==> src/rtl/fir_sched_pkg.sv <==
// rtl/fir_sched_pkg.sv - shared state encoding and widths for the FIR bank sample scheduler
package fir_sched_pkg;
   localparam int SAMPLE_W          = 16;
   localparam int FIR_CHANNELS      = 8;
   localparam int RESULT_W          = SAMPLE_W * FIR_CHANNELS;
   localparam int DEF_FRAME_CYCLES  = 76;
   localparam int DEF_CAPTURE_DELAY = 72;

   typedef enum logic [2:0] {
      ST_IDLE,
      ST_ISSUE,
      ST_WAIT,
      ST_CAPTURE,
      ST_GAP
   } sched_state_t;
endpackage

==> src/rtl/fir_sched_fifo.sv <==
// rtl/fir_sched_fifo.sv - synchronous FIFO with registered occupancy count and full/empty flags
module fir_sched_fifo #(
   parameter int DEPTH = 4,
   parameter int W     = 16
) (
   input  logic         clock,
   input  logic         reset,
   input  logic         push,
   input  logic [W-1:0] push_data,
   input  logic         pop,
   output logic [W-1:0] pop_data,
   output logic         full,
   output logic         empty
);
   localparam int AW = $clog2(DEPTH);
   localparam int CW = $clog2(DEPTH + 1);

   logic [W-1:0]  mem [DEPTH];
   logic [AW-1:0] wr_ptr;
   logic [AW-1:0] rd_ptr;
   logic [CW-1:0] count;
   logic          push_ok;
   logic          pop_ok;

   assign full     = (count == CW'(DEPTH));
   assign empty    = (count == '0);
   assign push_ok  = push && !full;
   assign pop_ok   = pop && !empty;
   assign pop_data = mem[rd_ptr];

   always_ff @(posedge clock) begin
      if (push_ok) mem[wr_ptr] <= push_data;
   end

   // Pointers wrap naturally because DEPTH is a power of two.
   always_ff @(posedge clock) begin
      if (reset) begin
         wr_ptr <= '0;
         rd_ptr <= '0;
         count  <= '0;
      end else begin
         if (push_ok) wr_ptr <= wr_ptr + AW'(1);
         if (pop_ok)  rd_ptr <= rd_ptr + AW'(1);
         case ({push_ok, pop_ok})
            2'b10:   count <= count + CW'(1);
            2'b01:   count <= count - CW'(1);
            default: count <= count;
         endcase
      end
   end
endmodule

==> src/rtl/fir_sample_scheduler.sv <==
// rtl/fir_sample_scheduler.sv - feeds queued samples to the 8-channel FIR bank and streams captured results
// Optional stall_count output enabled by defining FIR_SCHED_STALL_CNT_EN.
module fir_sample_scheduler
   import fir_sched_pkg::*;
#(
   parameter int FIFO_DEPTH    = 4,
   parameter int CAPTURE_DELAY = DEF_CAPTURE_DELAY,
   parameter int FRAME_CYCLES  = DEF_FRAME_CYCLES
) (
   input  logic                clock,
   input  logic                reset,
   input  logic [SAMPLE_W-1:0] s_data,
   input  logic                s_valid,
   output logic                s_ready,
   output logic [SAMPLE_W-1:0] fir_datain,
   output logic                fir_din_enable,
   input  logic [RESULT_W-1:0] fir_dataout,
   output logic [RESULT_W-1:0] m_data,
   output logic                m_valid,
   input  logic                m_ready,
   output logic                busy
`ifdef FIR_SCHED_STALL_CNT_EN
   ,
   output logic [15:0]         stall_count
`endif
);
   localparam int CW = $clog2(FRAME_CYCLES + 1);
   localparam logic [CW-1:0] CAP_LAST = CW'(CAPTURE_DELAY - 1);
   localparam logic [CW-1:0] GAP_LAST = CW'(FRAME_CYCLES - 2);
   localparam logic [CW-1:0] CNT_MAX  = CW'(FRAME_CYCLES);

   sched_state_t        state;
   logic [CW-1:0]       frame_cnt;
   logic [CW-1:0]       gap_cnt;
   logic [CW-1:0]       frame_nxt;
   logic [CW-1:0]       gap_nxt;
   logic [SAMPLE_W-1:0] fifo_head;
   logic                fifo_full;
   logic                fifo_empty;
   logic                fifo_pop;
   logic                capture_go;

   assign s_ready    = !reset && !fifo_full;
   assign fifo_pop   = (state == ST_IDLE) && !fifo_empty;
   assign capture_go = !m_valid || m_ready;
   assign frame_nxt  = frame_cnt + CW'(1);
   assign gap_nxt    = (gap_cnt == CNT_MAX) ? gap_cnt : gap_cnt + CW'(1);

   fir_sched_fifo #(
      .DEPTH(FIFO_DEPTH),
      .W    (SAMPLE_W)
   ) u_fifo (
      .clock    (clock),
      .reset    (reset),
      .push     (s_valid && s_ready),
      .push_data(s_data),
      .pop      (fifo_pop),
      .pop_data (fifo_head),
      .full     (fifo_full),
      .empty    (fifo_empty)
   );

   // Counter thresholds compare the post-increment value so the load edge lands
   // CAPTURE_DELAY cycles after din_enable falls and issues stay FRAME_CYCLES apart.
   always_ff @(posedge clock) begin
      if (reset) begin
         state          <= ST_IDLE;
         fir_datain     <= '0;
         fir_din_enable <= 1'b0;
         m_data         <= '0;
         m_valid        <= 1'b0;
         busy           <= 1'b0;
         frame_cnt      <= '0;
         gap_cnt        <= '0;
      end else begin
         fir_din_enable <= 1'b0;
         if (m_valid && m_ready) m_valid <= 1'b0;
         case (state)
            ST_IDLE: begin
               if (!fifo_empty) begin
                  fir_datain     <= fifo_head;
                  fir_din_enable <= 1'b1;
                  busy           <= 1'b1;
                  state          <= ST_ISSUE;
               end
            end
            ST_ISSUE: begin
               frame_cnt <= '0;
               gap_cnt   <= '0;
               state     <= ST_WAIT;
            end
            ST_WAIT: begin
               frame_cnt <= frame_nxt;
               gap_cnt   <= gap_nxt;
               if (frame_nxt == CAP_LAST) state <= ST_CAPTURE;
            end
            ST_CAPTURE: begin
               gap_cnt <= gap_nxt;
               if (capture_go) begin
                  m_data  <= fir_dataout;
                  m_valid <= 1'b1;
                  state   <= ST_GAP;
               end
            end
            ST_GAP: begin
               gap_cnt <= gap_nxt;
               if (gap_nxt >= GAP_LAST) begin
                  busy  <= 1'b0;
                  state <= ST_IDLE;
               end
            end
            default: begin
               busy  <= 1'b0;
               state <= ST_IDLE;
            end
         endcase
      end
   end

`ifdef FIR_SCHED_STALL_CNT_EN
   always_ff @(posedge clock) begin
      if (reset)
         stall_count <= '0;
      else if ((state == ST_CAPTURE) && m_valid && !m_ready && (stall_count != 16'hFFFF))
         stall_count <= stall_count + 16'd1;
   end
`endif
endmodule

==> config.mk <==
export PLATFORM = sky130hd
export DESIGN_NAME = fir_sample_scheduler
export DESIGN_NICKNAME = d
export VERILOG_FILES = /design/src/rtl/fir_sched_pkg.sv /design/src/rtl/fir_sched_fifo.sv /design/src/rtl/fir_sample_scheduler.sv
export SDC_FILE = /design/constraint.sdc
export NUM_CORES = 1
export LEC_CHECK = 0
export ABC_AREA = 0
export CAP_MARGIN = 15
export CORE_MARGIN = 2
export CORE_UTILIZATION = 49
export CTS_CLUSTER_DIAMETER = 30
export DETAILED_ROUTE_END_ITERATION = 10
export PLACE_DENSITY = 0.85
export SETUP_SLACK_MARGIN = 0.4
export SYNTH_ARGS = -nofsm -noshare
export SYNTH_HDL_FRONTEND = slang
export SYNTH_SLANG_ARGS = --single-unit
==> constraint.sdc <==
create_clock -name clock -period 6.7 [get_ports clock]
set_input_delay 1.34 -clock clock [delete_from_list [all_inputs] [get_ports clock]]
set_output_delay 1.34 -clock clock [all_outputs]
set_load 0.02 [all_outputs]
==> flow_results.org <==
** Detailed routing
- Total routed wire length on the met1 layer :: 9441 um
- The detail route stage leaves a number of antenna-violating nets equal to 0.
- DRC violation count after routing :: 0
- Uppermost signal routing layer after detailed routing :: met4
- In the detailed route, the total length drawn on met3 is 1651 um.
- Total Wirelength :: 25,990 um
- Average detailed-routed wire length per instance :: 17.72 um
- For this block, the initial DRC count from the detailed router was 533.
- Using the TritonRoute via totals, the vias-per-cell ratio works out to 5.275.
- Detailed routing placed a total of 13,600 um of wire on met2.
- Pre-antenna DRT Iters :: 5
- Vias :: 7,739

** Synth
- The synthesized design contains 64 enable-type register cells.
- The cell area that synthesis handed to floorplanning was 8877 um^2.
- Mean instance size in the synthesized netlist :: 9.649 um^2
- The cell count after synthesis came out at 920.
- Post-synthesis net count :: 1,079
- For this run, the leading register cell type out of synthesis is sky130_fd_sc_hd__dfxtp_1.
- For this run, the number of Yosys warnings is 0.
- In this run, distinct cell masters in the synthesized netlist total 48.
- Share of synthesized area occupied by flip-flops and latches :: 60.21%
- Flops & latches, synth :: 235
- In the synthesized netlist the async set-or-reset flop fraction comes to 0%.

** Power and ir drop
- Power spread over the standard cell area amounts to 378.0 nW/um^2.
- Summed over all cells, the static leakage comes to 4.692 nW.
- Worst ir drop on vdd :: 284.7 uV

** Worst setup path
- CP Launch Type :: primary input
- Data required time at the worst endpoint :: 5360 ps
- For the worst setup path, the data arrival time is 2900 ps.
- Endpoint class of the critical path :: primary output
- The worst setup path is of the in -> out kind.
- Crit Path Max Fanout :: 76

** Global route
- Number of global-route vias before repair :: 7,905
- Maximum number of pins on one net before global-route repair :: 99
- Global routing used 26.64% of the available tracks across all layers.
- The initial antenna violation count came to 0.
- The total overflow left after global routing is 0.
- The first global-routing pass estimated 41,060 um of wire.

** Timing
- The number of endpoints with negative hold slack in the final report is 0.
- Slew Limit Fails :: 0
- For the final routed database, the setup TNS stands at 0 ps.
- Minimum clock period :: 4243 ps
- Post-route fraction of the period consumed by the critical path :: 63.33%
- Maximum clock rate :: 235.7 MHz
- Setup repair after global routing left no endpoint under its margin.
- At the pin with the least slew margin, the transition time is 1027 ps.
- Layout Skew :: 22.09 ps
- Setup violations remaining at the end of the flow were counted as 0.
- Measured against its own limit, the worst slew margin works out to 31.56%.

** Finish
- Final-stage net count :: 1,363
- Leaving out fill and tap cells, the most frequent cell in the layout is sky130_fd_sc_hd__nand2_1.
- In the final layout, the share of cells above drive strength 1 is 8.481%.
- Most frequent cells in the layout :: sky130_fd_sc_hd__nand2_1, sky130_fd_sc_hd__clkdlybuf4s50_1, sky130_fd_sc_hd__dfxtp_1
- Final instance count without filler cells :: 1,467
- Design Area, Final :: 13,470 um^2
- Filler cell count :: 1,117
- Synth-to-Final Area Change :: 51.73%
- 0 antenna diodes ended up in the layout.

** Job
- Maximum Capacitance Violations :: 0

** Clock network
- Counting every sink on the clock net gives 235.
- After clock tree synthesis, the setup repair step added 0 buffers.
- The later pin in the worst-skew pair is clocked with a latency of 520 ps.
- The clock tree synthesis step divided the H-tree into 2 levels.
- Post-CTS Resized :: 0
- The cell sitting at the root of the clock tree is a sky130_fd_sc_hd__clkbuf_16.
- CTS tree :: done
- Clock Tree Buf Depth :: 3
- CTS buffer count :: 43
- For this design, the CTS-stage hold fixing added 0 buffers.
- Clk slew on worst S/H paths :: 40 ps

** Placed design
- Summing all placed instances gives a cell area of 11,890 um^2.
- Count of input and output buffers :: 295
- Gpl congestion :: 0.8187
- Half-perimeter wire length after placement :: 16,320 um
- Inst Count DP :: 1,388

** Die
- Core area :: 17,840 um^2
- 296 I/O pins were placed.
- The die is 138.6 um tall.
- In this run the horizontal extent of the chip is 138.6 um.
- The die covers 19,210 um^2.
- In this run the core area contains 49 standard-cell rows.
- Initial core utilization :: 49.76%

** Worst hold path
- The path class of the tightest hold or removal check is reg -> reg.

** Run status
- The flow ran to the end, and the final reports show no timing, DRC or antenna violations.
==> registers in the layout, indices dropped and copies added (netlist names) <==
| register | count |
|---|---|
| u_fifo.rd_ptr | 2 |
| gap_cnt | 7 |
| fir_din_enable | 1 |
| m_valid | 1 |
| fir_datain | 16 |
| u_fifo.mem | 64 |
| u_fifo.count | 3 |
| frame_cnt | 7 |
| state | 3 |
| u_fifo.wr_ptr | 2 |
| m_data | 128 |
| busy | 1 |
==> metrics by stage <==
step	power [mW]	setup slack [ps]	utilization, %	hold slack, ps
finish	5.092	2457	75.50	449.9
CTS	5.127	2502	75.50	452.1
global route	5.281	2429	75.50	461.5
global placement	2.720	2592	66.63	441.0
detailed placement	2.755	2557	66.63	445.3
floorplan	2.325	3531	-	484.6
==> critical path, cell delays in order <==
cell                              delay (ps)
sky130_fd_sc_hd__buf_4                   330
sky130_fd_sc_hd__a31oi_1                 500
sky130_fd_sc_hd__clkdlybuf4s50_1         700
==> area by class of cell <==
class,count,area (um^2),share of cell area (%)
Inverter,12,45.04,0.3344
Timing Repair Buffer,300,2988,22.18
Tap cell,229,286.5,2.127
Clock buffer,52,1161,8.620
Clock inverter,27,420.4,3.121
Multi-Input combinational cell,612,3223,23.93
Sequential cell,235,5345,39.68
==> per-layer routing <==
layer  track usage [%]  vias to the layer above
li1                  -                     3686
met1             29.24                     3617
met2             48.05                      343
met3             6.250                       93
met4             13.80                        0
met5                 0                        -
==> cell families (layout without fill, tap and decap cells) <==
| logic type | Yosys count | count (layout) | synth area share [%] |
|---|---|---|---|
| fa+ha+maj | 11 | 11 | 1.635 |
| compound gates | 193 | 193 | 11.57 |
| xor+xnor | 13 | 13 | 1.283 |
| mux | 19 | 19 | 4.426 |
| simple gates | 376 | 376 | 17.22 |
| buf+inv | 73 | 391 | 3.651 |
| flops | 235 | 235 | 60.21 |
==> cell usage after synthesis, types with 2 or more instances <==
cell type                    n  area [um^2]
sky130_fd_sc_hd__buf_2      21        105.1
sky130_fd_sc_hd__nor2b_1     3        18.77
sky130_fd_sc_hd__or3_1       5        31.28
sky130_fd_sc_hd__ha_1       10        125.1
sky130_fd_sc_hd__a22oi_1     3        22.52
sky130_fd_sc_hd__inv_1      10        37.54
sky130_fd_sc_hd__nand4b_1    2        17.52
sky130_fd_sc_hd__a221oi_1    3        26.28
sky130_fd_sc_hd__and3_1      7        43.79
sky130_fd_sc_hd__and3_4      2        22.52
sky130_fd_sc_hd__nor3_1      5        25.02
sky130_fd_sc_hd__buf_4       4        30.03
sky130_fd_sc_hd__o21ai_0    15        75.07
sky130_fd_sc_hd__a21oi_1   159        795.8
sky130_fd_sc_hd__mux2_1      2        22.52
sky130_fd_sc_hd__a31oi_1     2        12.51
sky130_fd_sc_hd__inv_2       2        7.510
sky130_fd_sc_hd__nand2b_1    3        18.77
sky130_fd_sc_hd__mux4_2     16        360.4
sky130_fd_sc_hd__a21o_1      2        15.01
sky130_fd_sc_hd__dfxtp_1   171         3423
sky130_fd_sc_hd__nand3_1     6        30.03
sky130_fd_sc_hd__nand2_1   308         1156
sky130_fd_sc_hd__edfxtp_1   64         1922
sky130_fd_sc_hd__xor2_1      8        70.07
sky130_fd_sc_hd__buf_1       2        7.510
sky130_fd_sc_hd__clkbuf_1   32        120.1
sky130_fd_sc_hd__o22ai_1     2        12.51
sky130_fd_sc_hd__xnor2_1     5        43.79
sky130_fd_sc_hd__nor2_1     28        105.1
==> power by group <==
group	switching [mW]	total (mW)	internal, mW
combinational	0.583	1.04	0.453
sequential	0.105	1.71	1.61
clock	0.722	2.34	1.62
==> final timing paths <==
path	startpoint	to	slack, ps	depth (start not counted)
worst max-delay path	reset	s_ready	2460	3
worst min-delay path	m_data[17]$_SDFFE_PP0P_	m_data[17]$_SDFFE_PP0P_	450	2
worst max register to register	state[0]$_SDFFE_PP0P_	u_fifo.count[2]$_SDFFE_PP0P_	3240	10
worst min register to register	m_data[17]$_SDFFE_PP0P_	m_data[17]$_SDFFE_PP0P_	450	2
Note: power is estimated with default switching activity, not from simulation.
